===== src/rtl/decoder_frame_ctrl.sv =====
// Frame sequencer between QPSK demod and Hamming decoder: feeds 4-dibit groups, captures nibbles, packs bytes.
// Latency: one codeword every 4 + DEC_LAT + 1 cycles; a byte appears the cycle after its second (or odd last) nibble is captured.
// Backpressure: byte_ready low holds byte_valid/byte_data; a second completed byte parks in STALL with sym_ready low.
module decoder_frame_ctrl #(
  parameter int NUM_CW  = 16,
  parameter int DEC_LAT = 2
) (
  input  logic       clk,
  input  logic       reset,
  input  logic       frame_start,
  input  logic [1:0] sym_data,
  input  logic       sym_valid,
  output logic       sym_ready,
  output logic [1:0] dec_in,
  output logic       dec_en,
  input  logic [3:0] dec_out,
  output logic [7:0] byte_data,
  output logic       byte_valid,
  input  logic       byte_ready,
  output logic       frame_busy,
  output logic       frame_done
);

  typedef enum logic [2:0] {
    S_IDLE,
    S_FEED,
    S_WAIT,
    S_CAPT,
    S_STALL,
    S_DONE
  } state_t;

  // Latency counter only needs to reach DEC_LAT-1.
  localparam int             LW       = (DEC_LAT > 1) ? $clog2(DEC_LAT) : 1;
  localparam logic [LW-1:0]  LAT_LAST = LW'(DEC_LAT - 1);
  localparam logic [7:0]     CW_LAST  = 8'(NUM_CW - 1);
  localparam logic [7:0]     CW_END   = 8'(NUM_CW);

  state_t        r_state;
  state_t        w_next;

  logic [7:0]    r_cw_cnt;
  logic [1:0]    r_dibit_cnt;
  logic          r_nib_sel;
  logic [3:0]    r_nib_lo;
  logic [3:0]    r_dec_nib;
  logic [LW-1:0] r_lat_cnt;
  logic [7:0]    r_hold;
  logic [7:0]    r_byte_data;
  logic          r_byte_valid;

  logic          w_accept;
  logic          w_last_dibit;
  logic          w_sample;
  logic          w_byte_cmpl;
  logic [7:0]    w_byte_val;
  logic          w_out_free;
  logic          w_load;
  logic [7:0]    w_load_dat;

  // A dibit reaches the decoder only while feeding; reset blocks it so the decoder restarts clean.
  assign w_accept     = (r_state == S_FEED) & sym_valid & ~reset;
  assign w_last_dibit = w_accept & (r_dibit_cnt == 2'd3);
  assign w_sample     = (r_state == S_WAIT) & (r_lat_cnt == LAT_LAST);

  // A byte closes on the second nibble, or on the lone nibble of an odd-length frame.
  assign w_byte_cmpl  = r_nib_sel | (r_cw_cnt == CW_LAST);
  assign w_byte_val   = r_nib_sel ? {r_dec_nib, r_nib_lo} : {4'h0, r_dec_nib};
  assign w_out_free   = ~r_byte_valid | byte_ready;
  assign w_load       = ((r_state == S_CAPT) & w_byte_cmpl & w_out_free) |
                        ((r_state == S_STALL) & byte_ready);
  assign w_load_dat   = (r_state == S_STALL) ? r_hold : w_byte_val;

  assign byte_data    = r_byte_data;
  assign byte_valid   = r_byte_valid;

  // State register.
  always_ff @(posedge clk) begin
    if (reset) r_state <= S_IDLE;
    else       r_state <= w_next;
  end

  // Next-state and decoder-facing outputs.
  always_comb begin
    w_next     = r_state;
    sym_ready  = 1'b0;
    dec_en     = 1'b0;
    dec_in     = sym_data;
    frame_busy = (r_state != S_IDLE);
    frame_done = 1'b0;
    case (r_state)
      S_IDLE: begin
        if (frame_start) w_next = S_FEED;
      end
      S_FEED: begin
        sym_ready = ~reset;
        dec_en    = w_accept;
        if (w_last_dibit) w_next = S_WAIT;
      end
      S_WAIT: begin
        if (w_sample) w_next = S_CAPT;
      end
      S_CAPT: begin
        if (!w_byte_cmpl)    w_next = S_FEED;
        else if (w_out_free) w_next = (r_cw_cnt == CW_LAST) ? S_DONE : S_FEED;
        else                 w_next = S_STALL;
      end
      S_STALL: begin
        // cw_cnt was already advanced in CAPT.
        if (byte_ready) w_next = (r_cw_cnt == CW_END) ? S_DONE : S_FEED;
      end
      S_DONE: begin
        frame_done = 1'b1;
        w_next     = S_IDLE;
      end
      default: w_next = S_IDLE;
    endcase
  end

  // Frame counters, latency timer and nibble pairing.
  always_ff @(posedge clk) begin
    if (reset) begin
      r_cw_cnt    <= '0;
      r_dibit_cnt <= '0;
      r_nib_sel   <= 1'b0;
      r_nib_lo    <= '0;
      r_dec_nib   <= '0;
      r_lat_cnt   <= '0;
      r_hold      <= '0;
    end else begin
      case (r_state)
        S_IDLE: begin
          if (frame_start) begin
            r_cw_cnt    <= '0;
            r_dibit_cnt <= '0;
            r_nib_sel   <= 1'b0;
          end
        end
        S_FEED: begin
          // The 4th accept wraps the count back to 0 for the next codeword.
          if (w_accept) r_dibit_cnt <= r_dibit_cnt + 2'd1;
          r_lat_cnt <= '0;
        end
        S_WAIT: begin
          r_lat_cnt <= r_lat_cnt + 1'b1;
          if (w_sample) r_dec_nib <= dec_out;
        end
        S_CAPT: begin
          r_cw_cnt  <= r_cw_cnt + 8'd1;
          r_nib_sel <= ~w_byte_cmpl;
          if (!r_nib_sel) r_nib_lo <= r_dec_nib;
          if (w_byte_cmpl && !w_out_free) r_hold <= w_byte_val;
        end
        default: ;
      endcase
    end
  end

  // Output register: a load on the same edge as an accept keeps byte_valid high.
  always_ff @(posedge clk) begin
    if (reset) begin
      r_byte_data  <= '0;
      r_byte_valid <= 1'b0;
    end else if (w_load) begin
      r_byte_data  <= w_load_dat;
      r_byte_valid <= 1'b1;
    end else if (r_byte_valid && byte_ready) begin
      r_byte_valid <= 1'b0;
    end
  end

endmodule


===== config.mk =====
export PLATFORM = sky130hd
export DESIGN_NAME = decoder_frame_ctrl
export DESIGN_NICKNAME = d
export VERILOG_FILES = /design/src/rtl/decoder_frame_ctrl.sv
export SDC_FILE = /design/constraint.sdc
export NUM_CORES = 1
export LEC_CHECK = 0
export ABC_AREA = 1
export CAP_MARGIN = 20
export CORE_MARGIN = 8
export CORE_UTILIZATION = 35
export DETAILED_ROUTE_END_ITERATION = 10
export PLACE_DENSITY = 0.57
export SETUP_SLACK_MARGIN = 0.4
export SLEW_MARGIN = 20
export SYNTH_ARGS = -nofsm -noshare
export SYNTH_HDL_FRONTEND = slang
export SYNTH_SLANG_ARGS = --single-unit

===== constraint.sdc =====
create_clock -name clk -period 4.7 [get_ports clk]
set_clock_uncertainty 0.1 [all_clocks]
set_input_delay 0.47 -clock clk [delete_from_list [all_inputs] [get_ports clk]]
set_output_delay 0.47 -clock clk [all_outputs]
set_load 0.05 [all_outputs]

# Yosys cells after proc, flatten, opt, wreduce, memory -nomap -nowiden
# Cells that the tools add are included.
# Widths: inputs -> output; s select.
# word_totals
reg_bits	40
inputBits	11
output_inout_bits	15
word_cells	79
# classes
addsub	3
eq_ne	13
mux	24
bitwise	14
n_reduce_logical	15
# op_table
operator	count
$mux 3	8
$mux 8	3
$pmux 8 s2	1
$pmux 3 s5	1
$ne 2x2->1 const B	5
$add 8x1->8 const B	1
$eq 8x4->1 const B	1
$eq 8x5->1 const B	1
$reduce_and 2->1	4
$reduce_bool 2->1	4
$and 1x1->1	7
$eq 3x2->1 const B	2
$eq 3x3->1 const B	2
$mux 1	6
$mux 2	2
$not 1->1	4
$pmux 1 s2	2
$pmux 2 s2	1
$reduce_and 4->1	1
$eq 3x1->1 const B	1
$logic_not 3->1	1
$or 1x1->1	3
$reduce_and 3->1	1
$reduce_bool 3->1	1
other kinds (5)	6

# Logic depth before layout (Yosys ltp)
# depth
word_depth	6
mapped_depth	8
depth_no_buf	8

# Worst setup path before layout
# Ideal clock, no wire load.
# synth_timing
kind	register to output
start	register r_state[2]
end	output port dec_en
t_arrival_ns	1.787
slack_ns	2.343
path_stages_with_launch	6
n_path_buf	0
cell_sequence	dfxtp_1 inv_1 nand3_2 nor2_1 nand2_1 inv_1
# synth_via
elab_chain_len	4
# synth_rtl
element	line	rtl
start, declared	39	state_t r_state;
start signal, assigned	80	else r_state <= w_next;
$eq 3x1->1 (*)	62, 91	
$and 1x1->1 (2 in a row)	62	assign w_accept = (r_state == S_FEED) & sym_valid & ~reset;
$mux 1 (*)	91	case (r_state)
end, declared	15	output logic dec_en,
# Mark *: on every way between the ends. The rest lies on a longest branch, timed or not.

# Worst setup path in the final report
# layout_timing
start	input port reset
end	output port dec_en
# layout_via
elab_chain_len	3
# layout_rtl
element	line	rtl
start, declared	9	input logic reset,
$not 1->1	62	
$and 1x1->1	62	
$mux 1	91	
# No other way between the ends.

==> flow_summary.ini <==
[outcome]
status = finished, final reports clean

[layout]
final_cells = 370
nNetsFinal = 312
syn2layout_area_growth_pct = 16.4
mostFrequentLayoutCell = nand2_1
layout_common_cells = nand2_1 (76), dfxtp_1 (40), a21oi_1 (33)
final_layout_size_suffix_gt1_share_pct = 7.38
diodes = 0

[drt]
vias = 1737
wirelength_mm = 4.25
antenna_left = 0
wl_per_cell_um = 11.5
drc_errors = 0
drt_first_pass_iters = 4
viasPerCell = 4.69
drtIter0Drc = 76

[clock_tree]
cts.sinks = 40
clockRootBuffer = clkbuf_8
clk_path_buf_depth = 2
cts_buffers = 5
clk_latency_ps = 290
cts_tree = yes
cts.hold.buffers_added = 0
post_cts_buffers = 0
cts_resized = 0
cts.htree.levels = 2
cts.clk_slew.worst_paths_ps = 70

[logic_synthesis]
synth_edf_count = 0
synth_area_um2 = 1970
synth_warnings = 0
synth_top_area_share_pct = 40.7
synth-main-ff-cell = dfxtp_1
avgSynthCellArea_um2 = 7.08
synth_cell_types = 26
synthCells = 278
ys_seq_area_share_pct = 40.7
async_flop_share_pct = 0
synth_seq_cells = 40
syn_nets = 292
ys_top_cells_by_area = dfxtp_1 (41%), nand2_1 (15%), a21oi_1 (8.4%)
synth_top_area_cell = dfxtp_1

[sta]
tightest_slew_ps = 579
holdWs_ps = 364
rsz0062_at_grt = no
period_minus_slack_ps = 2750
totalNegativeSetupSlack_ps = 0
fmax_ghz = 0.364
slew_headroom_pct = 61.4
maxSlewViolCount = 0
hold_viol_final = 0
setup_viol = 0
period_share_pct = 58.5

[setup_path]
path_delay_family = buffers and inverters
cp-start-kind = input pin
slowest_delay_ps = 790
crit_top_cell = clkdlybuf4s50_1
cp_slowest_cell = clkdlybuf4s50_1
cp_max_fo = 24
path_class = input pin to primary output
end_kind = primary output
worstPathRequired_ps = 4130
path_cells = clkdlybuf4s50_1, buf_4, nor2_1, nand2_1, inv_1, clkdlybuf4s50_1
arrival_ps = 2180
cp.buffers_inverters = 4

[grt]
first_global_vias = 1618
grtUsageTotal_pct = 10.3
met1_usage_pct = 12.8
overflow = 0
grt_busiest_layer = met2
grt_antenna_before_repair = 0
grt_pass1_wl_mm = 7.25
grt_use_met3_pct = 2.80
grt_max_degree = 25
met2_usage_pct = 16.3

[power]
power.leakage_nw = 0.940
power.density_nw_per_um2 = 367
ir_worst_vdd_mv = 0.173

[placed_design]
dpl.hpwl_mm = 3.03
placed_cells = 363
port_buffers = 21
gp_congestion = 0.801

[die]
die_w_um = 91.0
io_pins = 26
die_y_um = 91.0
rows = 27
dieArea_um2 = 8270
initial_utilization_pct = 35.9
core_area_um2 = 5470

[worst_hold_path]
hp-class = flop to flop

[run]
cap_violations = 0
[worst paths after layout]
| kind | from | end | slack [ps] | depth (start not counted) |
|---|---|---|---|---|
| worst min-delay path | r_hold[5]$_SDFFE_PP0P_ | r_hold[5]$_SDFFE_PP0P_ | 360 | 2 |
| worst max register to register | r_cw_cnt[0]$_SDFFE_PP0P_ | r_hold[4]$_SDFFE_PP0P_ | 2940 | 8 |
| worst min register to register | r_hold[5]$_SDFFE_PP0P_ | r_hold[5]$_SDFFE_PP0P_ | 360 | 2 |
| worst max-delay path | reset | dec_en | 1950 | 6 |
[cells by family after synthesis]
| logic type | count (synthesis) | share of synthesized area (%) |
|---|---|---|
| AO/OA/AOI/OAI | 64 | 17.6 |
| XOR/XNOR | 1 | 0.445 |
| adder cells (fa/ha/maj) | 3 | 1.91 |
| buffers and inverters | 40 | 9.10 |
| flip-flops | 40 | 40.7 |
| AND/OR/NAND/NOR | 130 | 30.2 |
[synth_stat cells (2+ instances only)]
master	n
nand2_1	76
dfxtp_1	40
a21oi_1	33
inv_1	28
o21ai_0	26
nor2_1	22
nand3_1	18
nand2_4	4
buf_4	3
ha_1	3
inv_2	3
nand3_2	3
buf_2	2
buf_6	2
clkbuf_1	2
nand4_1	2
nor3_1	2
[cell type report]
cell class / count / area [µm²]
clock buffer: 6 / 72.6
clock inverter: 1 / 5.00
fill: 573 / 3180
inverter: 31 / 116
multi-input combinational: 198 / 987
sequential: 40 / 801
tap: 72 / 90.1
timing repair buffer: 22 / 218
[sequential cells by signal, summed over array words and instances, names as in the netlist]
name,flops
byte_valid,1
r_state,3
r_cw_cnt,8
r_nib_lo,4
r_dec_nib,4
r_dibit_cnt,2
byte_data,8
r_hold,8
r_nib_sel,1
r_lat_cnt,1
[where the power goes]
part           internal, mW  switching, mW
logic                0.0778          0.153
clock network         0.101          0.110
registers             0.366         0.0344
[per-stage QoR]
stage / utilization [%] / power, mW / setup slack [ps] / cell area, µm²
finish: 41.8 / 0.841 / 1950 / 2290
global route: 41.8 / 0.896 / 1870 / 2290
CTS: 41.8 / 0.853 / 1930 / 2290
detailed placement: 40.4 / 0.640 / 1930 / 2210
global placement: 40.4 / 0.638 / 1950 / 2210
floorplan: - / 0.582 / 2340 / 1970
[routing by layer]
layer	vias up	part of all wire, %
met1	767	50
met3	6	3.6
li1	937	-
met2	27	44
met5	-	0
met4	0	1.7
[tightest hold or removal path: stages, from the launching register on]
cell and delay [ps]:
dfxtp_1 310, nand2_1 60, a21oi_1 50
Power figures use the tool's default switching activity.
